$ cat src/rtl/coin_hopper_ctrl.sv
// Coin hopper controller: selects the highest requested denomination, pulses its
// solenoid, waits for the coin sensor, and keeps per-denomination stock and a value total.
module coin_hopper_ctrl #(
    parameter int kNumCoins     = 3,
    parameter int kStockBits    = 8,
    parameter int kInitStock    = 10,
    parameter int kFireCycles   = 2,
    parameter int kSenseTimeout = 16
) (
    input  logic                  clk,
    input  logic                  reset,
    input  logic [kNumCoins-1:0]  i_return_coin,
    input  logic [kNumCoins-1:0]  i_hopper_sense,
    input  logic [kNumCoins-1:0]  i_refill,
    input  logic [kStockBits-1:0] i_refill_count,
    input  logic                  i_clear_fault,
    output logic [kNumCoins-1:0]  o_hopper_fire,
    output logic                  o_return_ack,
    output logic                  o_return_nack,
    output logic [kNumCoins-1:0]  o_empty,
    output logic                  o_fault,
    output logic [30:0]           o_dispensed_total
);

    localparam int kTimerMax = (kFireCycles > kSenseTimeout) ? kFireCycles : kSenseTimeout;
    localparam int kTimerW   = $clog2(kTimerMax + 1);

    typedef logic [kStockBits-1:0] stock_t;

    typedef enum logic [2:0] {
        IDLE,
        FIRE,
        WAIT_SENSE,
        ACK,
        FAULT
    } state_t;

    function automatic logic [30:0] coin_value(input int idx);
        case (idx)
            0:       return 31'd100;
            1:       return 31'd500;
            2:       return 31'd1000;
            default: return 31'd0;
        endcase
    endfunction

    // Sum is at most twice the maximum, so the carry bit alone flags overflow.
    function automatic stock_t sat_stock(input logic [kStockBits:0] v);
        if (v[kStockBits]) begin
            return '1;
        end
        return v[kStockBits-1:0];
    endfunction

    function automatic logic [kNumCoins-1:0] highest_bit(input logic [kNumCoins-1:0] req);
        logic [kNumCoins-1:0] r;
        r = '0;
        for (int i = 0; i < kNumCoins; i++) begin
            if (req[i]) begin
                r    = '0;
                r[i] = 1'b1;
            end
        end
        return r;
    endfunction

    state_t               state_q, state_d;
    logic [kTimerW-1:0]   timer_q, timer_d;
    logic [kNumCoins-1:0] active_q, active_d;
    logic                 nack_q, nack_d;
    logic [30:0]          total_q, total_d;
    stock_t               stock_q [kNumCoins];
    stock_t               stock_d [kNumCoins];

    logic [kNumCoins-1:0] sel;
    logic [kNumCoins-1:0] empty;
    logic [30:0]          coin_amt;
    logic                 ack;

    always_comb begin
        for (int i = 0; i < kNumCoins; i++) begin
            empty[i] = (stock_q[i] == '0);
        end
    end

    assign sel = highest_bit(i_return_coin);
    assign ack = (state_q == ACK);

    // The cycle after a nack is not re-evaluated so a held request yields pulses.
    always_comb begin
        state_d  = state_q;
        timer_d  = timer_q;
        active_d = active_q;
        nack_d   = 1'b0;
        case (state_q)
            IDLE: begin
                if (!nack_q && (i_return_coin != '0)) begin
                    active_d = sel;
                    if ((sel & empty) != '0) begin
                        nack_d = 1'b1;
                    end else begin
                        state_d = FIRE;
                        timer_d = '0;
                    end
                end
            end
            FIRE: begin
                if (timer_q == kTimerW'(kFireCycles - 1)) begin
                    state_d = WAIT_SENSE;
                    timer_d = '0;
                end else begin
                    timer_d = timer_q + 1'b1;
                end
            end
            WAIT_SENSE: begin
                if ((i_hopper_sense & active_q) != '0) begin
                    state_d = ACK;
                    timer_d = '0;
                end else if (timer_q == kTimerW'(kSenseTimeout - 1)) begin
                    state_d = FAULT;
                    timer_d = '0;
                end else begin
                    timer_d = timer_q + 1'b1;
                end
            end
            ACK: begin
                state_d = IDLE;
            end
            FAULT: begin
                if (i_clear_fault) begin
                    state_d = IDLE;
                end
            end
            default: begin
                state_d = IDLE;
                timer_d = '0;
            end
        endcase
    end

    // Refill and the ACK decrement are merged before saturating.
    always_comb begin
        coin_amt = '0;
        for (int i = 0; i < kNumCoins; i++) begin
            if (active_q[i]) begin
                coin_amt = coin_amt | coin_value(i);
            end
        end
        total_d = ack ? (total_q + coin_amt) : total_q;
        for (int i = 0; i < kNumCoins; i++) begin
            stock_d[i] = sat_stock({1'b0, stock_q[i]}
                                   + (i_refill[i] ? {1'b0, i_refill_count} : '0)
                                   - {{kStockBits{1'b0}}, (ack && active_q[i])});
        end
    end

    always_ff @(posedge clk or posedge reset) begin
        if (reset) begin
            state_q  <= IDLE;
            timer_q  <= '0;
            active_q <= '0;
            nack_q   <= 1'b0;
            total_q  <= '0;
            for (int i = 0; i < kNumCoins; i++) begin
                stock_q[i] <= stock_t'(kInitStock);
            end
        end else begin
            state_q  <= state_d;
            timer_q  <= timer_d;
            active_q <= active_d;
            nack_q   <= nack_d;
            total_q  <= total_d;
            for (int i = 0; i < kNumCoins; i++) begin
                stock_q[i] <= stock_d[i];
            end
        end
    end

    assign o_hopper_fire     = (state_q == FIRE) ? active_q : '0;
    assign o_return_ack      = ack;
    assign o_return_nack     = nack_q;
    assign o_empty           = empty;
    assign o_fault           = (state_q == FAULT);
    assign o_dispensed_total = total_q;

endmodule

$ cat config.mk
export PLATFORM = sky130hd
export DESIGN_NAME = coin_hopper_ctrl
export DESIGN_NICKNAME = d
export VERILOG_FILES = /design/src/rtl/coin_hopper_ctrl.sv
export SDC_FILE = /design/constraint.sdc
export NUM_CORES = 1
export LEC_CHECK = 0
export ABC_AREA = 1
export ABC_CLOCK_PERIOD_IN_PS = 3000
export BUFFER_PORTS_ARGS = -buffer_cell sky130_fd_sc_hd__buf_4
export CAP_MARGIN = 10
export CORE_ASPECT_RATIO = 1.4
export CORE_MARGIN = 2
export CORE_UTILIZATION = 30
export CTS_BUF_LIST = sky130_fd_sc_hd__clkbuf_4 sky130_fd_sc_hd__clkbuf_8
export DETAILED_ROUTE_END_ITERATION = 10
export PLACE_DENSITY = 0.55
export SETUP_SLACK_MARGIN = 0.2
export SLEW_MARGIN = 20
export SYNTH_ARGS = -nofsm -noshare
export SYNTH_HDL_FRONTEND = slang
export SYNTH_SLANG_ARGS = --single-unit
$ cat constraint.sdc
create_clock -name clk -period 3 [get_ports clk]
set_input_delay 0.9 -clock clk [delete_from_list [all_inputs] [get_ports clk]]
set_output_delay 0.9 -clock clk [all_outputs]
set_load 0.05 [all_outputs]
==> metrics.yaml <==
cts_tree: "built"
power_leakage_nw: 3.31
die_h_um: 159
crit_required_ns: 3.22
grt_pass1_wl_mm: 20.9
gp_congestion: 0.811
synth.distinct_cells: 41
synth_edf_count: 0
syn-cell-area_mm2: 0.00517
grt_use_total: 0.144
min_period_ns: 2.55
avgSynthCellArea_um2: 7.12
grt_pass1_vias: 4431
reg2reg_from: "state_q[2]$_DFFE_PP0P_"
nets: 874
crit_type: "reg -> reg"
fmax_mhz: 392
antenna_found_initial: 0
yosysMostFrequentCell: "nand2_1"
final_core_util: 0.360
min_from: "timer_q[3]$_DFFE_PP0P_"
final_cells: 998
grt_max_degree: 66
clock_sinks: 65
drt-total-wl_mm: 12.3
core_area_mm2: 0.0168
numCtsBuffers: 9
root_buffer: "clkbuf_8"
fin_crit_sh: 0.850
clk_latency_ns: 0.36
io_buffer_count: 57
worstPathMaxFanout: 8
end_kind: "flip-flop"
cp_top_family: "simple AND/OR/NAND/NOR gates"
multi_input_area_mm2: 0.00294
r2r_setup_slack_ns: 0.45
vdd_ir_drop_max_uv: 469
synth_area_leaders: "dfrtp_1 29%, nand2_1 16%, ha_1 15%"
drt_first_pass_iters: 4
die_w_um: 115
route.detailed.drc: 0
cp_data_arrival_time_ns: 2.77
via_count: 4492
rsz0062_at_grt: "yes"
hp-class: "reg -> reg"
cpPeakStageDelay_ns: 0.42
synth_top_area_frac: 0.286
overflow: 0
die-area_mm2: 0.0183
vias_per_cell: 4.50
cp-startpoint: "state_q[2]$_DFFE_PP0P_"
n_fill_cell: 1853
htree_levels: 3
critPathLaunchType: "flip-flop"
post-cts-setup-buffers: 0
drv_cap: 0
fin_skew_ns: 0.0182
synth_seq_area_share: 0.316
drive_gt1_frac: 0.133
wl_per_cell_um: 12.4
drv_slew: 0
yosys-top-cells-count: "218 x nand2_1, 146 x inv_1, 60 x ha_1"
io_pins: 60
tns_ns: 0
synthArstFlopShare: 1.00
synth_ff_type: "dfrtp_1"
drt_iter0_drc: 216
cellPowerDensity_mw_per_mm2: 936
finalHoldViolations: 0
seq_area_mm2: 0.00163
insertedDiodeCount: 0
dp_cells: 982
run_status: "completed"
clockBufferDepth: 2
cp_num_buf_inv: 2
synth_area_leader_cell: "dfrtp_1"
cts_hold_buf: 0
cts_resized: 0
dp_hpwl_mm: 10.1
slowest_stage: "dfrtp_1"
clk_pin_slew_ns: 0.09
yosysWarningCount: 0
initial_core_util: 0.307
setup_viol_count_final: 0
fp-row-count: 56
ys_seq_elements: 65
area_growth_syn_to_layout_pct: 17.1
crit_chain: "inv_1 -> nand3_4 -> nor2_1 -> ha_1 -> inv_1 -> ha_1 -> fa_1 -> nand3_1 -> nand3_1 -> nand4_1 -> nand3b_1 -> nand2_2 -> o21ai_0"
syn_inst: 726
ant_nets: 0
## routing by layer
metal	up-vias	wire [um]	global-route usage
met5	-	0	0
met3	10	473	0.0285
met2	87	6320	0.260
met1	2012	5360	0.170
li1	2383	-	-
met4	0	178	0.0400
## tightest hold or removal path, delay by kind of cell (launching register included)
kind,cells,cell delay (ns)
AND/OR/NAND/NOR,2,0.09
flip-flops,1,0.36
## logic make-up after synthesis
logic type                 share of synthesized area
buffers and inverters                          0.117
DFF                                            0.316
other                                       0.000726
AOI/OAI and AO/OA                             0.0550
and+or+nand+nor                                0.313
xor gates and xnor gates                      0.0373
adders and majority gates                      0.161
## cells in the final DEF, fill, tap and decap left out, drive strengths merged
master      n
and2        4
a31oi       7
clkinvlp    2
xor2       16
o21a        1
a21o        1
conb        2
nor4        2
inv       149
nand2     224
nor3       10
dfstp       6
ha         60
clkinv      4
dfrtp      59
o21bai      6
or2         3
nand3      50
nor2       49
nand3b      5
a21oi      17
buf        60
xnor2       6
nand4      17
bufinv      1
o21ai      19
clkbuf     10
and3        1
fa          4
## registers in the layout (all words and copies together) (netlist names)
register and flops:
state_q 3, active_q 3, timer_q 5, o_dispensed_total 29
o_return_nack 1, stock_q 24
## final timing paths
check | end | depth (start not counted)
setup reg to reg | stock_q[18]$_DFF_PP0_ | 13
setup / recovery | stock_q[18]$_DFF_PP0_ | 13
hold / removal | timer_q[3]$_DFFE_PP0P_ | 2
min in group asynchronous | o_dispensed_total[23]$_DFFE_PP0N_ | 3
hold reg to reg | timer_q[3]$_DFFE_PP0P_ | 2
max in group asynchronous | stock_q[1]$_DFF_PP1_ | 3
## area by class of cell
class | count | area share
multi-input combinational | 504 | 0.485
clock buffer | 10 | 0.0217
tap | 203 | 0.0420
timing repair buffer | 60 | 0.0765
inverter | 150 | 0.0933
clock inverter | 6 | 0.0112
sequential | 65 | 0.270
## power by group
| part | leakage (nW) | total, W | switching [W] | internal (W) |
|---|---|---|---|---|
| sequential | 0.792 | 0.00136 | 0.000209 | 0.00115 |
| combinational | 2.42 | 0.00353 | 0.00226 | 0.00127 |
| clock | 0.0963 | 0.000775 | 0.000379 | 0.000396 |
| total | 3.31 | 0.00566 | 0.00285 | 0.00281 |
## per-stage QoR
step | hold slack, ns | worst slack [ns] | instance area (um^2) | total power (W)
finish | 0.486 | 0.451 | 6050 | 0.00566
global route | 0.504 | 0.192 | 6050 | 0.00634
CTS | 0.488 | 0.372 | 6050 | 0.00573
detailed placement | 0.463 | 0.0553 | 5850 | 0.00493
global placement | 0.468 | 0.127 | 5850 | 0.00490
floorplan | 0.442 | 0.246 | 5170 | 0.00408
Note: power is estimated with default switching activity, not from simulation.
